==> src/rtl/line_follower_fsm_if.sv <==
// Line follower bus: run request and raw sensors in, steering code,
// wheel speed commands and line-lost flag out.
// master = controller/bench side, slave = line_follower_fsm side.
interface line_follower_fsm_if;
    logic       enable;
    logic [2:0] sensors;
    logic [1:0] follower_state;
    logic [7:0] Wheel_Speed_L;
    logic [7:0] Wheel_Speed_R;
    logic       line_lost;

    modport master (
        output enable,
        output sensors,
        input  follower_state,
        input  Wheel_Speed_L,
        input  Wheel_Speed_R,
        input  line_lost
    );

    modport slave (
        input  enable,
        input  sensors,
        output follower_state,
        output Wheel_Speed_L,
        output Wheel_Speed_R,
        output line_lost
    );
endinterface

==> src/rtl/line_follower_fsm.sv <==
// line_follower_fsm: synchronises and debounces three IR line sensors {L,C,R},
// runs the steering state machine and produces the registered steering code
// plus ramped left/right wheel speed commands for the servo driver.
// Optional macro SEARCH_SWEEP_EN: while searching, alternate the steering
// direction every SWEEP_CYCLES (the SWEEP_CYCLES parameter exists only then).
module line_follower_fsm #(
    parameter int unsigned DEBOUNCE_CYCLES = 100000,
    parameter int unsigned LOST_TIMEOUT    = 50000000,
    parameter int unsigned RAMP_DIV        = 10000,
    parameter int unsigned SPEED_MAX       = 200,
    parameter int unsigned SPEED_TURN      = 80
`ifdef SEARCH_SWEEP_EN
    ,
    parameter int unsigned SWEEP_CYCLES    = 25000000
`endif
) (
    input  logic                clk,
    input  logic                rst,
    line_follower_fsm_if.slave  bus
);

    localparam int DB_W    = (DEBOUNCE_CYCLES > 1) ? $clog2(DEBOUNCE_CYCLES) : 1;
    localparam int LOST_W  = (LOST_TIMEOUT > 1)    ? $clog2(LOST_TIMEOUT)    : 1;
    localparam int RAMP_W  = (RAMP_DIV > 1)        ? $clog2(RAMP_DIV)        : 1;
`ifdef SEARCH_SWEEP_EN
    localparam int SWEEP_W = (SWEEP_CYCLES > 1)    ? $clog2(SWEEP_CYCLES)    : 1;
`endif

    localparam logic [7:0] SPD_MAX  = 8'(SPEED_MAX);
    localparam logic [7:0] SPD_TURN = 8'(SPEED_TURN);

    // last_dir encoding: 0 = LEFT (code 01), 1 = RIGHT (code 11)
    localparam logic DIR_LEFT  = 1'b0;
    localparam logic DIR_RIGHT = 1'b1;

    typedef enum logic [2:0] {
        ST_IDLE,
        ST_FORWARD,
        ST_TURN_LEFT,
        ST_TURN_RIGHT,
        ST_SEARCH,
        ST_STOPPED
    } state_t;

    logic [2:0]        r_sync1;
    logic [2:0]        r_sync2;
    logic [2:0]        r_filt;
    logic [DB_W-1:0]   r_db_cnt [3];

    state_t            r_state;
    state_t            w_state_nxt;
    state_t            w_decoded;
    logic [1:0]        r_follower_state;
    logic [1:0]        w_follower_nxt;
    logic              r_last_dir;
    logic              w_last_dir_nxt;
    logic              w_search_dir;
    logic              r_line_lost;
    logic [LOST_W-1:0] r_lost_cnt;

    logic [RAMP_W-1:0] r_prescale;
    logic              w_tick;
    logic [7:0]        r_speed_l;
    logic [7:0]        r_speed_r;
    logic [7:0]        w_target_l;
    logic [7:0]        w_target_r;

`ifdef SEARCH_SWEEP_EN
    logic [SWEEP_W-1:0] r_sweep_cnt;
    logic               w_sweep_toggle;
`endif

    // Two-flop synchroniser on the raw asynchronous sensor inputs
    always_ff @(posedge clk) begin
        if (rst) begin
            r_sync1 <= 3'b000;
            r_sync2 <= 3'b000;
        end else begin
            r_sync1 <= bus.sensors;
            r_sync2 <= r_sync1;
        end
    end

    // Per-bit debounce: a bit must disagree for DEBOUNCE_CYCLES straight cycles to flip
    always_ff @(posedge clk) begin
        if (rst) begin
            r_filt <= 3'b000;
            for (int i = 0; i < 3; i++) begin
                r_db_cnt[i] <= '0;
            end
        end else begin
            for (int i = 0; i < 3; i++) begin
                if (r_sync2[i] != r_filt[i]) begin
                    if (r_db_cnt[i] == DB_W'(DEBOUNCE_CYCLES - 1)) begin
                        r_filt[i]   <= r_sync2[i];
                        r_db_cnt[i] <= '0;
                    end else begin
                        r_db_cnt[i] <= r_db_cnt[i] + 1'b1;
                    end
                end else begin
                    r_db_cnt[i] <= '0;
                end
            end
        end
    end

`ifdef SEARCH_SWEEP_EN
    // Sweep direction flips each time the sweep counter wraps while searching
    always_comb begin
        w_sweep_toggle = (r_state == ST_SEARCH) &&
                         (r_sweep_cnt == SWEEP_W'(SWEEP_CYCLES - 1));
        w_search_dir   = (r_state == ST_SEARCH) ? (r_last_dir ^ w_sweep_toggle)
                                                : r_last_dir;
    end

    // Sweep counter restarts on every SEARCH entry and wraps every SWEEP_CYCLES
    always_ff @(posedge clk) begin
        if (rst || (r_state != ST_SEARCH)) begin
            r_sweep_cnt <= '0;
        end else if (w_sweep_toggle) begin
            r_sweep_cnt <= '0;
        end else begin
            r_sweep_cnt <= r_sweep_cnt + 1'b1;
        end
    end
`else
    // Without sweeping, searching always steers toward the last turn taken
    always_comb begin
        w_search_dir = r_last_dir;
    end
`endif

    // Next-state logic: sensor-pattern decode, search timeout, enable override last
    always_comb begin
        w_decoded   = r_state;
        w_state_nxt = r_state;

        case (r_filt)
            3'b010, 3'b111: w_decoded = ST_FORWARD;
            3'b100, 3'b110: w_decoded = ST_TURN_LEFT;
            3'b001, 3'b011: w_decoded = ST_TURN_RIGHT;
            3'b101:         w_decoded = r_state;
            default:        w_decoded = ST_SEARCH;
        endcase

        case (r_state)
            ST_IDLE:       w_state_nxt = ST_FORWARD;
            ST_FORWARD,
            ST_TURN_LEFT,
            ST_TURN_RIGHT: w_state_nxt = w_decoded;
            ST_SEARCH: begin
                if ((r_filt == 3'b000) &&
                    (r_lost_cnt == LOST_W'(LOST_TIMEOUT - 1))) begin
                    w_state_nxt = ST_STOPPED;
                end else begin
                    w_state_nxt = w_decoded;
                end
            end
            ST_STOPPED:    w_state_nxt = ST_STOPPED;
            default:       w_state_nxt = ST_IDLE;
        endcase

        if (!bus.enable) begin
            w_state_nxt = ST_IDLE;
        end
    end

    // Steering code and remembered direction, both derived from the next state
    always_comb begin
        w_follower_nxt = 2'b00;
        w_last_dir_nxt = r_last_dir;
        case (w_state_nxt)
            ST_TURN_LEFT: begin
                w_follower_nxt = 2'b01;
                w_last_dir_nxt = DIR_LEFT;
            end
            ST_TURN_RIGHT: begin
                w_follower_nxt = 2'b11;
                w_last_dir_nxt = DIR_RIGHT;
            end
            ST_SEARCH: begin
                w_follower_nxt = {w_search_dir, 1'b1};
                w_last_dir_nxt = w_search_dir;
            end
            default: begin
                w_follower_nxt = 2'b00;
            end
        endcase
    end

    // State register with the steering code and line-lost flag on the same edge
    always_ff @(posedge clk) begin
        if (rst) begin
            r_state          <= ST_IDLE;
            r_follower_state <= 2'b00;
            r_last_dir       <= DIR_LEFT;
            r_line_lost      <= 1'b0;
        end else begin
            r_state          <= w_state_nxt;
            r_follower_state <= w_follower_nxt;
            r_last_dir       <= w_last_dir_nxt;
            r_line_lost      <= (w_state_nxt == ST_STOPPED);
        end
    end

    // Lost counter restarts on SEARCH entry and saturates at the timeout value
    always_ff @(posedge clk) begin
        if (rst || (r_state != ST_SEARCH)) begin
            r_lost_cnt <= '0;
        end else if (r_lost_cnt != LOST_W'(LOST_TIMEOUT - 1)) begin
            r_lost_cnt <= r_lost_cnt + 1'b1;
        end
    end

    // Free-running ramp prescaler, one tick every RAMP_DIV cycles
    always_ff @(posedge clk) begin
        if (rst || w_tick) begin
            r_prescale <= '0;
        end else begin
            r_prescale <= r_prescale + 1'b1;
        end
    end

    // Per-state wheel speed targets and the prescaler tick
    always_comb begin
        w_tick     = (r_prescale == RAMP_W'(RAMP_DIV - 1));
        w_target_l = 8'd0;
        w_target_r = 8'd0;
        case (r_state)
            ST_FORWARD: begin
                w_target_l = SPD_MAX;
                w_target_r = SPD_MAX;
            end
            ST_TURN_LEFT: begin
                w_target_l = SPD_TURN;
                w_target_r = SPD_MAX;
            end
            ST_TURN_RIGHT: begin
                w_target_l = SPD_MAX;
                w_target_r = SPD_TURN;
            end
            ST_SEARCH: begin
                w_target_l = SPD_TURN;
                w_target_r = SPD_TURN;
            end
            default: begin
                w_target_l = 8'd0;
                w_target_r = 8'd0;
            end
        endcase
    end

    // Speed ramp: one step toward target per tick; dropping enable stops at once
    always_ff @(posedge clk) begin
        if (rst || !bus.enable) begin
            r_speed_l <= 8'd0;
            r_speed_r <= 8'd0;
        end else if (w_tick) begin
            if (r_speed_l < w_target_l) begin
                r_speed_l <= r_speed_l + 8'd1;
            end else if (r_speed_l > w_target_l) begin
                r_speed_l <= r_speed_l - 8'd1;
            end
            if (r_speed_r < w_target_r) begin
                r_speed_r <= r_speed_r + 8'd1;
            end else if (r_speed_r > w_target_r) begin
                r_speed_r <= r_speed_r - 8'd1;
            end
        end
    end

    assign bus.follower_state = r_follower_state;
    assign bus.Wheel_Speed_L  = r_speed_l;
    assign bus.Wheel_Speed_R  = r_speed_r;
    assign bus.line_lost      = r_line_lost;

endmodule
==> src/flat_wrapper.sv <==
// flat-port wrapper written by rule: the top's interface ports become plain ports
module line_follower_fsm_flat 
#(
    parameter int unsigned DEBOUNCE_CYCLES = 100000,
    parameter int unsigned LOST_TIMEOUT    = 50000000,
    parameter int unsigned RAMP_DIV        = 10000,
    parameter int unsigned SPEED_MAX       = 200,
    parameter int unsigned SPEED_TURN      = 80

)
  (clk, rst, bus_enable, bus_sensors, bus_follower_state, bus_Wheel_Speed_L, bus_Wheel_Speed_R, bus_line_lost);
  line_follower_fsm_if bus_i ();
  input  logic clk;
  input  logic rst;
  input wire logic [$bits(bus_i.enable)-1:0] bus_enable;
  input wire logic [$bits(bus_i.sensors)-1:0] bus_sensors;
  output wire logic [$bits(bus_i.follower_state)-1:0] bus_follower_state;
  output wire logic [$bits(bus_i.Wheel_Speed_L)-1:0] bus_Wheel_Speed_L;
  output wire logic [$bits(bus_i.Wheel_Speed_R)-1:0] bus_Wheel_Speed_R;
  output wire logic [$bits(bus_i.line_lost)-1:0] bus_line_lost;
  assign bus_i.enable = bus_enable;
  assign bus_i.sensors = bus_sensors;
  assign bus_follower_state = bus_i.follower_state;
  assign bus_Wheel_Speed_L = bus_i.Wheel_Speed_L;
  assign bus_Wheel_Speed_R = bus_i.Wheel_Speed_R;
  assign bus_line_lost = bus_i.line_lost;
  line_follower_fsm #(.DEBOUNCE_CYCLES(DEBOUNCE_CYCLES), .LOST_TIMEOUT(LOST_TIMEOUT), .RAMP_DIV(RAMP_DIV), .SPEED_MAX(SPEED_MAX), .SPEED_TURN(SPEED_TURN)) u_core (.clk(clk), .rst(rst), .bus(bus_i));
endmodule
==> config.mk <==
export PLATFORM = sky130hd
export DESIGN_NAME = line_follower_fsm_flat
export DESIGN_NICKNAME = d
export VERILOG_FILES = /design/src/rtl/line_follower_fsm_if.sv /design/src/rtl/line_follower_fsm.sv /design/src/flat_wrapper.sv
export SDC_FILE = /design/constraint.sdc
export NUM_CORES = 1
export LEC_CHECK = 0
export CAP_MARGIN = 20
export CORE_MARGIN = 2
export CORE_UTILIZATION = 61
export DETAILED_ROUTE_END_ITERATION = 12
export DONT_BUFFER_PORTS = 1
export GPL_ROUTABILITY_DRIVEN = 0
export PLACE_DENSITY = 0.77
export SLEW_MARGIN = 40
export SYNTH_ARGS = -nofsm -noshare
export SYNTH_HDL_FRONTEND = slang
export SYNTH_SLANG_ARGS = --single-unit
==> constraint.sdc <==
create_clock -name clk -period 3.7 [get_ports clk]
set_input_delay 0.555 -clock clk [delete_from_list [all_inputs] [get_ports clk]]
set_output_delay 0.555 -clock clk [all_outputs]
set_load 0.02 [all_outputs]
Word level (Yosys, flattened, before mapping)
Memories as Yosys holds them, arrays and structs flattened.
Cells that the tools add are included.
{"block": "word_totals", "out_inout_bits": 19, "memories": 1, "input_bits": 6, "word_cells": 141, "register_bits": 72, "mem_bits_rw": 51}
{"block": "op_classes", "n_eq_ne": 26, "n_lt_le_gt_ge": 4, "n_addsub": 9, "reduce_logical": 23, "n_mux": 56, "bitwise": 9}
{"memory": "u_core.r_db_cnt", "words": 3, "width": 17, "read_ports": 3, "rd_ports_with_merged_regs": 0, "write_ports": 3, "line_no": "line_follower_fsm.sv:48", "rtl": "logic [DB_W-1:0] r_db_cnt [3];"}
{"op": "17-bit two-way mux", "count": 9}
{"op": "17-bit by 1-bit adder with 17-bit output (second input constant)", "count": 3}
{"op": "17-bit equality test (second input constant)", "count": 3}
{"op": "1-bit two-way mux", "count": 35}
{"op": "8-bit two-way mux", "count": 4}
{"op": "8-bit one-hot mux with 2 select lines", "count": 2}
{"op": "26-bit by 1-bit adder with 26-bit output (second input constant)", "count": 1}
{"op": "26-bit equality test (second input constant)", "count": 1}
{"op": "26-bit != test (second input constant)", "count": 1}
{"op": "3-bit equality test (second input constant)", "count": 8}
{"op": "3-bit one-hot mux with 4 select lines", "count": 2}
{"op": "3-bit by 2-bit equality test with 1-bit output (second input constant)", "count": 6}
{"op": "8-bit by 1-bit adder with 8-bit output (second input constant)", "count": 2}
{"op": "8-bit > comparator", "count": 2}
{"op": "8-bit less-than comparator", "count": 2}
{"op": "8-bit by 1-bit subtractor with 8-bit output (second input constant)", "count": 2}
{"op": "14-bit by 1-bit adder with 14-bit output (second input constant)", "count": 1}
{"op": "14-bit equality test (second input constant)", "count": 1}
{"op": "2-bit OR reduction", "count": 7}
{"op": "2-bit AND reduction", "count": 5}
{"op": "1-bit OR", "count": 9}
{"op": "3-bit by 1-bit equality test with 1-bit output (second input constant)", "count": 2}
{"op": "3-bit logical NOT", "count": 2}
{"op": "3-bit two-way mux", "count": 2}
{"op": "9 further kinds", "count": 15}

Logic depth before layout (Yosys ltp)
Gate-level depths: netlist of run 1.
{"block": "logic_depth", "ltp_word": 8, "mapped_depth": 15, "mapped_depth_nobuf": 14}

Worst setup path after synthesis of run 1
Ideal clock, no wire load.
{"block": "synth_timing", "kind": "reg-to-reg", "from": "reg u_core.r_state[1]", "to": "reg u_core.r_speed_r[7] (netlist: u_core.bus.Wheel_Speed_R[7])", "t_arrival_ns": 3.181, "setup_ns": 0.072, "path_stages_with_launch": 14, "required_ns": 3.628, "path_buffers": 1, "setup_slack_ns": 0.447, "period_less_slack_ns": 3.253, "path_cell_list": "dfxtp_1 -> clkbuf_1 -> nor2_1 -> xor2_1 -> ha_1 -> nand4b_1 -> o211ai_1 -> ha_1 -> a21oi_1 -> nor2_1 -> a311oi_1 -> o21ai_0 -> mux2i_1 -> mux2i_1"}
{"block": "synth_between", "elab_chain_len": 6, "word_cells_on_any_way": 12, "classes_between": "order compare: 2; eq/ne: 4; mux: 2; reduce/logical: 4"}
{"item": "start: declaration", "line_no": "line_follower_fsm.sv:50", "rtl": "state_t r_state;"}
{"item": "start signal: assignment", "line_no": "line_follower_fsm.sv:199", "rtl": "r_state <= w_state_nxt;"}
{"item": "3-bit by 2-bit equality test with 1-bit output (tied with other cells)", "line_no": "line_follower_fsm.sv:229", "rtl": "case (r_state)"}
{"item": "2-bit OR reduction (no line)"}
{"item": "8-bit one-hot mux with 2 select lines (*)", "line_no": "line_follower_fsm.sv:229"}
{"item": "8-bit > comparator or 8-bit less-than comparator (tied branches)", "line_no": "line_follower_fsm.sv:266, line_follower_fsm.sv:264"}
{"item": "2-bit nonzero test (no line)"}
{"item": "2-bit AND reduction (no line)"}
{"item": "end signal: assignment", "line_no": "line_follower_fsm.sv:265", "rtl": "r_speed_r <= r_speed_r + 8'd1;"}
{"item": "end signal: assignment", "line_no": "line_follower_fsm.sv:267", "rtl": "r_speed_r <= r_speed_r - 8'd1;"}
{"item": "end: declaration", "line_no": "line_follower_fsm.sv:64", "rtl": "logic [7:0] r_speed_r;"}
Mark *: on every way between the ends. The rest lies on a longest branch, timed or not.
A chain may end at the register's enable or synchronous reset.

Final worst setup path of run 1
{"block": "layout_timing", "from": "reg u_core.r_state[2]", "to": "reg u_core.r_speed_l[6] (netlist: u_core.bus.Wheel_Speed_L[6])"}
{"block": "layout_between", "elab_chain_len": 6, "word_cells_on_any_way": 12, "classes_between": "order compare: 2; eq/ne: 4; mux: 2; reduce/logical: 4"}
{"item": "3-bit by 2-bit equality test with 1-bit output (tied with other cells)", "line_no": "line_follower_fsm.sv:229"}
{"item": "2-bit OR reduction (no line)"}
{"item": "8-bit one-hot mux with 2 select lines (*)", "line_no": "line_follower_fsm.sv:229"}
{"item": "8-bit > comparator or 8-bit less-than comparator (tied branches)", "line_no": "line_follower_fsm.sv:261, line_follower_fsm.sv:259"}
{"item": "2-bit nonzero test (no line)"}
{"item": "2-bit AND reduction (no line)"}
{"item": "end signal: assignment", "line_no": "line_follower_fsm.sv:260", "rtl": "r_speed_l <= r_speed_l + 8'd1;"}
{"item": "end signal: assignment", "line_no": "line_follower_fsm.sv:262", "rtl": "r_speed_l <= r_speed_l - 8'd1;"}
{"item": "end: declaration", "line_no": "line_follower_fsm.sv:63", "rtl": "logic [7:0] r_speed_l;"}
Marks and branches as above.

==> metrics.log, run 1 <==
INFO  metric run_status = complete, no violations
INFO  metric globalRouteOverflowTotal = 0
INFO  metric clock_tree.root_cell = clkbuf_8
INFO  metric grt_pass1_vias = roughly 4,700
INFO  metric power.share.sequential = 0.448
INFO  metric regToRegSetupSlack = 240 ps
INFO  metric cp_data_arrival_time = 3900 ps
INFO  metric yosys_register_bits = roughly 120
INFO  metric final_net_count = 768
INFO  metric synth_cell_types = 62
INFO  metric detail_route.first_pass.iterations = 4
INFO  metric fp.coreArea = 10,300 um^2
INFO  metric grt_use_total = 0.229
INFO  metric critical_path.startpoint_type = register
INFO  metric antenna_found_initial = 0
INFO  metric cts_made_buffers = 17
INFO  metric cts_buffer_depth = 2
INFO  metric drv_cap = 0
INFO  metric synth.area.top_cells = edfxtp_1 24%, dfxtp_1 22%, xor2_1 7.4%
INFO  metric cell_internal_pwr = 2610 uW
INFO  metric post_route_cells_drive_above_1_share = 0.0508
INFO  metric hold_viol_final = 0
INFO  metric grt_pass1_wl = 20,900 um
INFO  metric io-pin-count = 25
INFO  metric htree_num_levels = 4
INFO  metric leakage = between 0.002 and 0.003 uW
INFO  metric initial_cell_density_of_the_core = 0.627
INFO  metric switching_fraction = 0.208
INFO  metric route.detailed.vias_per_inst = 5.34
INFO  metric path_cells = xor2_1 > nand2b_1 > ha_1 > nand2b_1 > a21oi_1 > a211o_1 > inv_1 > fa_1 > nor2b_1 > o21ai_0 > a21boi_0 > o21a_1 > nor3_1 > o41ai_2
INFO  metric crit_top_cell = nand2b_1
INFO  metric synth_edf_count = 51
INFO  metric tns = 0 ps
INFO  metric postSynthAreaPerCell = roughly 9.4 um^2
INFO  metric comb_power_share = 0.052
INFO  metric synthDominantAreaCellType = edfxtp_1
INFO  metric fin_crit_sh = 0.936
INFO  metric worst_path_largest_cell_delay = 600 ps
INFO  metric fillCellCount = 762
INFO  metric synth-seq-area-share = 0.459
INFO  metric setup_repair_after_global_routing_missed_its_margin = no
INFO  metric setup_cp_type = register to register
INFO  metric relSlewSlack = 0.525
INFO  metric finalWirelength = between 10,000 and 15,000 um
INFO  metric clock_skew = between 7 and 8 ps
INFO  metric postSynth.topFlopCell = dfxtp_1
INFO  metric final_period_minus_worst_setup_slack = 3460 ps
INFO  metric total_power_consumption = 3300 uW
INFO  metric total_die_area = 11,500 um^2
INFO  metric ir_worst_vdd = 401 uV
INFO  metric cts_tree = built
INFO  metric hpwlAfterDp = 8480 um
INFO  metric max_freq = 0.289 GHz
INFO  metric synthesized_netlist_cell_count = 686
INFO  metric dieHeight = 107 um
INFO  metric finalSetupViolCount = 0
INFO  metric die_w = 107 um
INFO  metric layout-area-overhead-vs-synth = 13.6%
INFO  metric critical_path.slowest_cell = dfxtp_1
INFO  metric worstPathMaxFanout = 15
INFO  metric pin_count_of_the_biggest_net_entering_global_routing = 19
INFO  metric vias = 4,722
INFO  metric post-route-drc-count = 0
INFO  metric floorplan.rows = 37
INFO  metric final_critical_path_setup_slack = approximately 240 ps
INFO  metric switching_power_summed_over_all_nets = between 600 and 700 uW
INFO  metric power_density = 449 nW/um^2
INFO  metric crit_required = 4140 ps
INFO  metric cts_num_sinks = 123
INFO  metric synth_top_area_share = 0.237
INFO  metric clock_power_share = 0.500
INFO  metric drt_iter0_markers = roughly 290
INFO  metric post-place-ws = 35.3 ps
INFO  metric timing_worst_slew_pin_value = around 710 ps
INFO  metric post_detailed_route_wirelength_per_cell = 13.7 um
INFO  metric min_path_type = input port to register
INFO  metric report.final.slew_viol_count = 0
INFO  metric synthArstFlopShare = 0
INFO  metric synth_warnings = 0
INFO  metric clock_pin_slew_reported_for_the_worst_setup_and_hold_paths_after_clock_tree_synthesis = 60 ps
INFO  metric place.port_buffers = 0
INFO  metric drtAntennaViolNets = 0
INFO  metric insertedDiodeCount = 0
INFO  metric synth.cell_area = about 6500 um^2
INFO  metric nature_of_the_critical_path_endpoint = register
INFO  metric clk-insertion-delay-late = approximately 530 ps
-- cells in the mapped netlist, types with 13 or more instances --
master	count
nor2_1	128
dfxtp_1	72
xor2_1	55
edfxtp_1	51
nand3_1	44
nand2_1	40
xnor2_1	36
inv_1	26
ha_1	25
clkbuf_1	20
a21oi_1	18
mux2i_1	18
nand4_1	15
and3_1	14
nor3_1	14
nor2b_1	13
-- cell type report --
| type | instances | area [um^2] | share of cell area |
|---|---|---|---|
| sequential | 123 | 2970 | 0.404 |
| inverter | 27 | 106 | 0.0145 |
| clock inverter | 11 | 149 | 0.0203 |
| timing repair buffer | 3 | 26.3 | 0.00357 |
| multi-input combinational | 563 | 3490 | 0.474 |
| clock buffer | 21 | 439 | 0.0597 |
| tap | 136 | 170 | 0.0231 |
-- flip-flops by register name, indices dropped and copies added, names as in the netlist, 8 cells and up --
| name | flops |
|---|---|
| u_core.r_db_cnt | 51 |
| u_core.r_lost_cnt | 26 |
| u_core.r_prescale | 14 |
| u_core.bus.Wheel_Speed_L | 8 |
| u_core.bus.Wheel_Speed_R | 8 |
-- metal layers --
| metal | track usage | share of wire |
|---|---|---|
| met2 | 0.385 | 0.50 |
| met3 | 0.0559 | 0.030 |
| met1 | 0.273 | 0.45 |
| met4 | 0.114 | 0.020 |
| met5 | 0 | 0 |
-- power groups by stage --
stage,registers (uW),logic [uW],clock network [uW]
after global routing,1480,195,1730
after floorplan,1490,144,0
after global placement,1500,154,0
after detailed placement,1500,163,0
final,1480,173,1650
after CTS,1480,165,1680
-- worst max-delay path: cells and delay by family, from the launching register on --
family                   cells  cell delay, ps
flip-flops                   1             600
buffers and inverters        1             130
adder cells (fa/ha/maj)      2             710
AND/OR/NAND/NOR              4             390
XOR/XNOR                     1             180
AO/OA/AOI/OAI                6            1360
-- cell usage in the layout (no fill, tap or decap), types with 3 or more instances in the layout --
master     count
mux2i_1       18
xnor2_1       36
o21ai_0        8
a21oi_1       18
bufinv_16      4
nor4_1         7
nand2_1       40
edfxtp_1      51
a21o_1         3
ha_1          25
nor2b_1       13
conb_1        51
dfxtp_1       72
clkbuf_16     16
and4_1         7
or3_1          7
clkbuf_1       3
xor2_1        55
and2_1         4
nor3_1        14
nor2_1       127
inv_1         26
and3_1        14
nand4_1       15
nand3_1       44
clkinv_1       5
nor3b_1        3
nand2b_1      10
-- kinds of logic after synthesis --
group / after synthesis / synth area share
other cells: 1 / 0.000579
simple gates: 323 / 0.245
mux: 19 / 0.0296
compound gates: 51 / 0.0555
fa+ha+maj: 28 / 0.0561
buf+inv: 50 / 0.0311
xor+xnor: 91 / 0.123
flops: 123 / 0.459
-- repair_timing --
action	4_1_cts	5_1_grt
hold buffers	0	0
buffers inserted	0	2
gates resized for setup	0	1
setup endpoints to repair	0	4
-- path summary, 6_finish.rpt --
kind                                        start                     endpoint  cells past startpoint
worst max-delay path            u_core.r_state[2]  u_core.bus.Wheel_Speed_L[6]                     14
worst min-delay path                          rst             u_core.r_filt[2]                      1
worst max register to register  u_core.r_state[2]  u_core.bus.Wheel_Speed_L[6]                     14
worst min register to register  u_core.r_sync1[0]            u_core.r_sync2[0]                      1
-- metrics by stage --
stage / instance area [um^2] / instances / hold slack, ps / util
floorplan: 6660 / 736 / 414 / -
global placement: 6740 / 849 / 416 / 0.652
detailed placement: 6750 / 850 / 427 / 0.653
CTS: 7330 / 882 / 67.1 / 0.710
global route: 7350 / 884 / 69.2 / 0.712
finish: 7350 / 884 / 93.4 / 0.712
No activity file was read; power rests on OpenSTA's default activity.
==> run 2: changes to the inputs <==
--- a/config.mk
+++ b/config.mk
@@ -7,11 +7,10 @@
 export LEC_CHECK = 0
 export CAP_MARGIN = 20
 export CORE_MARGIN = 2
-export CORE_UTILIZATION = 61
+export CORE_UTILIZATION = 35
 export DETAILED_ROUTE_END_ITERATION = 12
 export DONT_BUFFER_PORTS = 1
 export GPL_ROUTABILITY_DRIVEN = 0
-export PLACE_DENSITY = 0.77
 export SLEW_MARGIN = 40
 export SYNTH_ARGS = -nofsm -noshare
 export SYNTH_HDL_FRONTEND = slang
==> metrics.log, run 2 (synthesis results as in run 1) <==
INFO  metric run_status = complete, no violations
INFO  metric floorplan.rows = 49 (+32%)
INFO  metric route.detailed.vias_per_inst = 4.65 (-13%)
INFO  metric initial_cell_density_of_the_core = 0.359 (-0.268)
INFO  metric setup.worst_path.start = u_core.r_state[1]
INFO  metric drt_iter0_markers = 188 (-36%)
INFO  metric max_flop_register = u_core.r_db_cnt
INFO  metric clock_tree.root_cell = clkbuf_16
INFO  metric hold_viol_final = 0 (unchanged)
INFO  metric r2r.worst_path.cells = 12 (-2)
INFO  metric grt_pass1_vias = 4,419 (-5.7%)
INFO  metric fin_util = 0.411 (-0.301)
INFO  metric setup_cp_type = register to register
INFO  metric critical_path.slowest_cell = dfxtp_1
INFO  metric whs_path_depth = 1 (unchanged)
INFO  metric place_inst = 944 (+11%)
INFO  metric tns = 0 ps (unchanged)
INFO  metric hpwlAfterDp = 8010 um (-5.6%)
INFO  metric final-instance-count-excl-fill = 977 (+11%)
INFO  metric post_dp_cell_area = 6870 um^2 (+1.8%)
INFO  metric ctsHoldBuffers = 0 (unchanged)
INFO  metric dieHeight = 140 um (+31%)
INFO  metric finalInstanceArea = 7400 um^2 (+0.68%)
INFO  metric cts_num_sinks = 123 (unchanged)
INFO  metric grt_use_total = 0.126 (-0.103)
INFO  metric routed-wl-met3 = 298 um (-19%)
INFO  metric regToRegSetupSlack = 350 ps (+120 ps)
INFO  metric min_path_type = input port to register
INFO  metric power_density = 421 nW/um^2 (-6.3%)
INFO  metric total_die_area = 19,600 um^2 (+71%)
INFO  metric cp_data_arrival_time = 3690 ps (-210 ps)
INFO  metric relSlewSlack = 0.529 (+0.00371)
INFO  metric io-pin-count = 25 (unchanged)
INFO  metric cts_buffer_depth = 2 (unchanged)
INFO  metric critical_path.startpoint_type = register
INFO  metric path_cells = nor2_2 > xor2_1 > ha_1 > nand4b_1 > o211ai_1 > ha_1 > a21oi_1 > nor2_1 > a311oi_1 > o21ai_0 > mux2i_1 > mux2i_1
INFO  metric finalWirelength = 11,400 um (-5.8%)
INFO  metric clock_pin_slew_reported_for_the_worst_setup_and_hold_paths_after_clock_tree_synthesis = 60 ps (about the same)
INFO  metric largest_registers = u_core.r_db_cnt (51), u_core.r_lost_cnt (26), u_core.r_prescale (14)
INFO  metric report.final.slew_viol_count = 0 (unchanged)
INFO  metric routedLengthMet1 = 5930 um (+8.6%)
INFO  metric setup_repair_after_global_routing_missed_its_margin = no
INFO  metric worst_path_largest_cell_delay = 520 ps (-80 ps)
INFO  metric crit_required = 4040 ps (-100 ps)
INFO  metric cts_made_buffers = 17 (unchanged)
INFO  metric leakage = 0.00272 uW (-0.74%)
INFO  metric worstHoldStart = rst
INFO  metric fillCellCount = 1,822 (+140%)
INFO  metric clock_skew = 10.2 ps (+2.85 ps)
INFO  metric drv_cap = 0 (unchanged)
INFO  metric largest_register_ff_count = 51 (unchanged)
INFO  metric cp.buffers_inverters = 0 (-1)
INFO  metric ir_worst_vdd = 304 uV (-24%)
INFO  metric drtAntennaViolNets = 0 (unchanged)
INFO  metric antenna_found_initial = 0 (unchanged)
INFO  metric insertedDiodeCount = 0 (unchanged)
INFO  metric fin_worst_hold_slack = 212 ps (+119 ps)
INFO  metric post-route-drc-count = 0 (unchanged)
INFO  metric worstHoldEndpoint = u_core.r_sync1[0]
INFO  metric pin_count_of_the_biggest_net_entering_global_routing = 27 (+8)
INFO  metric timing_worst_slew_pin_value = 707 ps (-5.57 ps)
INFO  metric final_common_cell = nor2_1
INFO  metric worstPathMaxFanout = 9 (-6)
INFO  metric final_period_minus_worst_setup_slack = 3350 ps (-116 ps)
INFO  metric most-common-layout-cells = 127 x nor2_1, 71 x dfxtp_1, 55 x xor2_1
INFO  metric post_route_cells_drive_above_1_share = 0.0575 (+0.00668)
INFO  metric grt_pass1_wl = 20,500 um (-2.0%)
INFO  metric max_freq = 0.299 GHz (+3.5%)
INFO  metric worstReg2RegEnd = u_core.bus.Wheel_Speed_R[7]
INFO  metric final_net_count = 768 (unchanged)
INFO  metric htree_num_levels = 4 (unchanged)
INFO  metric nature_of_the_critical_path_endpoint = register
INFO  metric detail_route.first_pass.iterations = 4 (unchanged)
INFO  metric fp.coreArea = 18,000 um^2 (+75%)
INFO  metric highest_layer = met4
INFO  metric cts_tree = built
INFO  metric vias = 4,546 (-3.7%)
INFO  metric post_detailed_route_wirelength_per_cell = 11.7 um (-15%)
INFO  metric rr_startpoint = u_core.r_state[1]
INFO  metric finalSetupViolCount = 0 (unchanged)
INFO  metric met2RoutedLength = 5110 um (-16%)
INFO  metric path_delay_family = compound AO/OA/AOI/OAI gates
INFO  metric globalRouteOverflowTotal = 0 (unchanged)
INFO  metric place.port_buffers = 0 (unchanged)
INFO  metric die_w = 140 um (+31%)
INFO  metric layout-area-overhead-vs-synth = 14.4%
INFO  metric fin_crit_sh = 0.904 (-0.0315)
INFO  metric clk-insertion-delay-late = 410 ps (-120 ps)
## run 2: cell type report
type                            instances  area, um^2  area share
Multi-Input combinational cell        563        3490       0.471
Sequential cell                       123        2970       0.402
Clock buffer                           24         482      0.0651
Tap cell                              229         287      0.0387
Inverter                               27         106      0.0144
Clock inverter                          8        42.5     0.00575
Timing Repair Buffer                    3        22.5     0.00304
## run 2: report_power, final
group	switching, uW	total [uW]	internal (uW)	leakage [uW]
logic	97.0	169	72.2	0.00135
registers	31.9	1480	1450	0.00111
clock network	567	1470	901	0.000268
## run 2: per-layer routing
metal / up-vias / track usage
met2: 40 / 0.196
met1: 2082 / 0.172
met4: 0 / 0.0300
met5: - / 0
met3: 7 / 0.0383
li1: 2417 / -
## run 2: how the worst max path moves through the flow
stage	cells after the start	slack [ps]	endpoint
after floorplan	13	450	u_core.bus.Wheel_Speed_R[7]
after global placement	12	390	u_core.bus.Wheel_Speed_R[7]
after detailed placement	12	280	u_core.bus.Wheel_Speed_R[7]
after CTS	12	240	u_core.bus.Wheel_Speed_R[7]
after global routing	12	10	u_core.bus.Wheel_Speed_R[7]
final	12	350	u_core.bus.Wheel_Speed_R[7]
## run 2: what timing repair did
item / in CTS / in global routing
setup buffers: 0 / 1
endpoints found under the setup margin: 0 / 1
gates resized for setup: 0 / 2
## run 2: per-stage QoR
step           power, uW  worst slack (ps)
4_1_cts             3150               240
3_3_place_gp        1670               393
3_5_place_dp        1670               283
2_1_floorplan       1640               447
6_report            3110               353
5_1_grt             3240              12.6
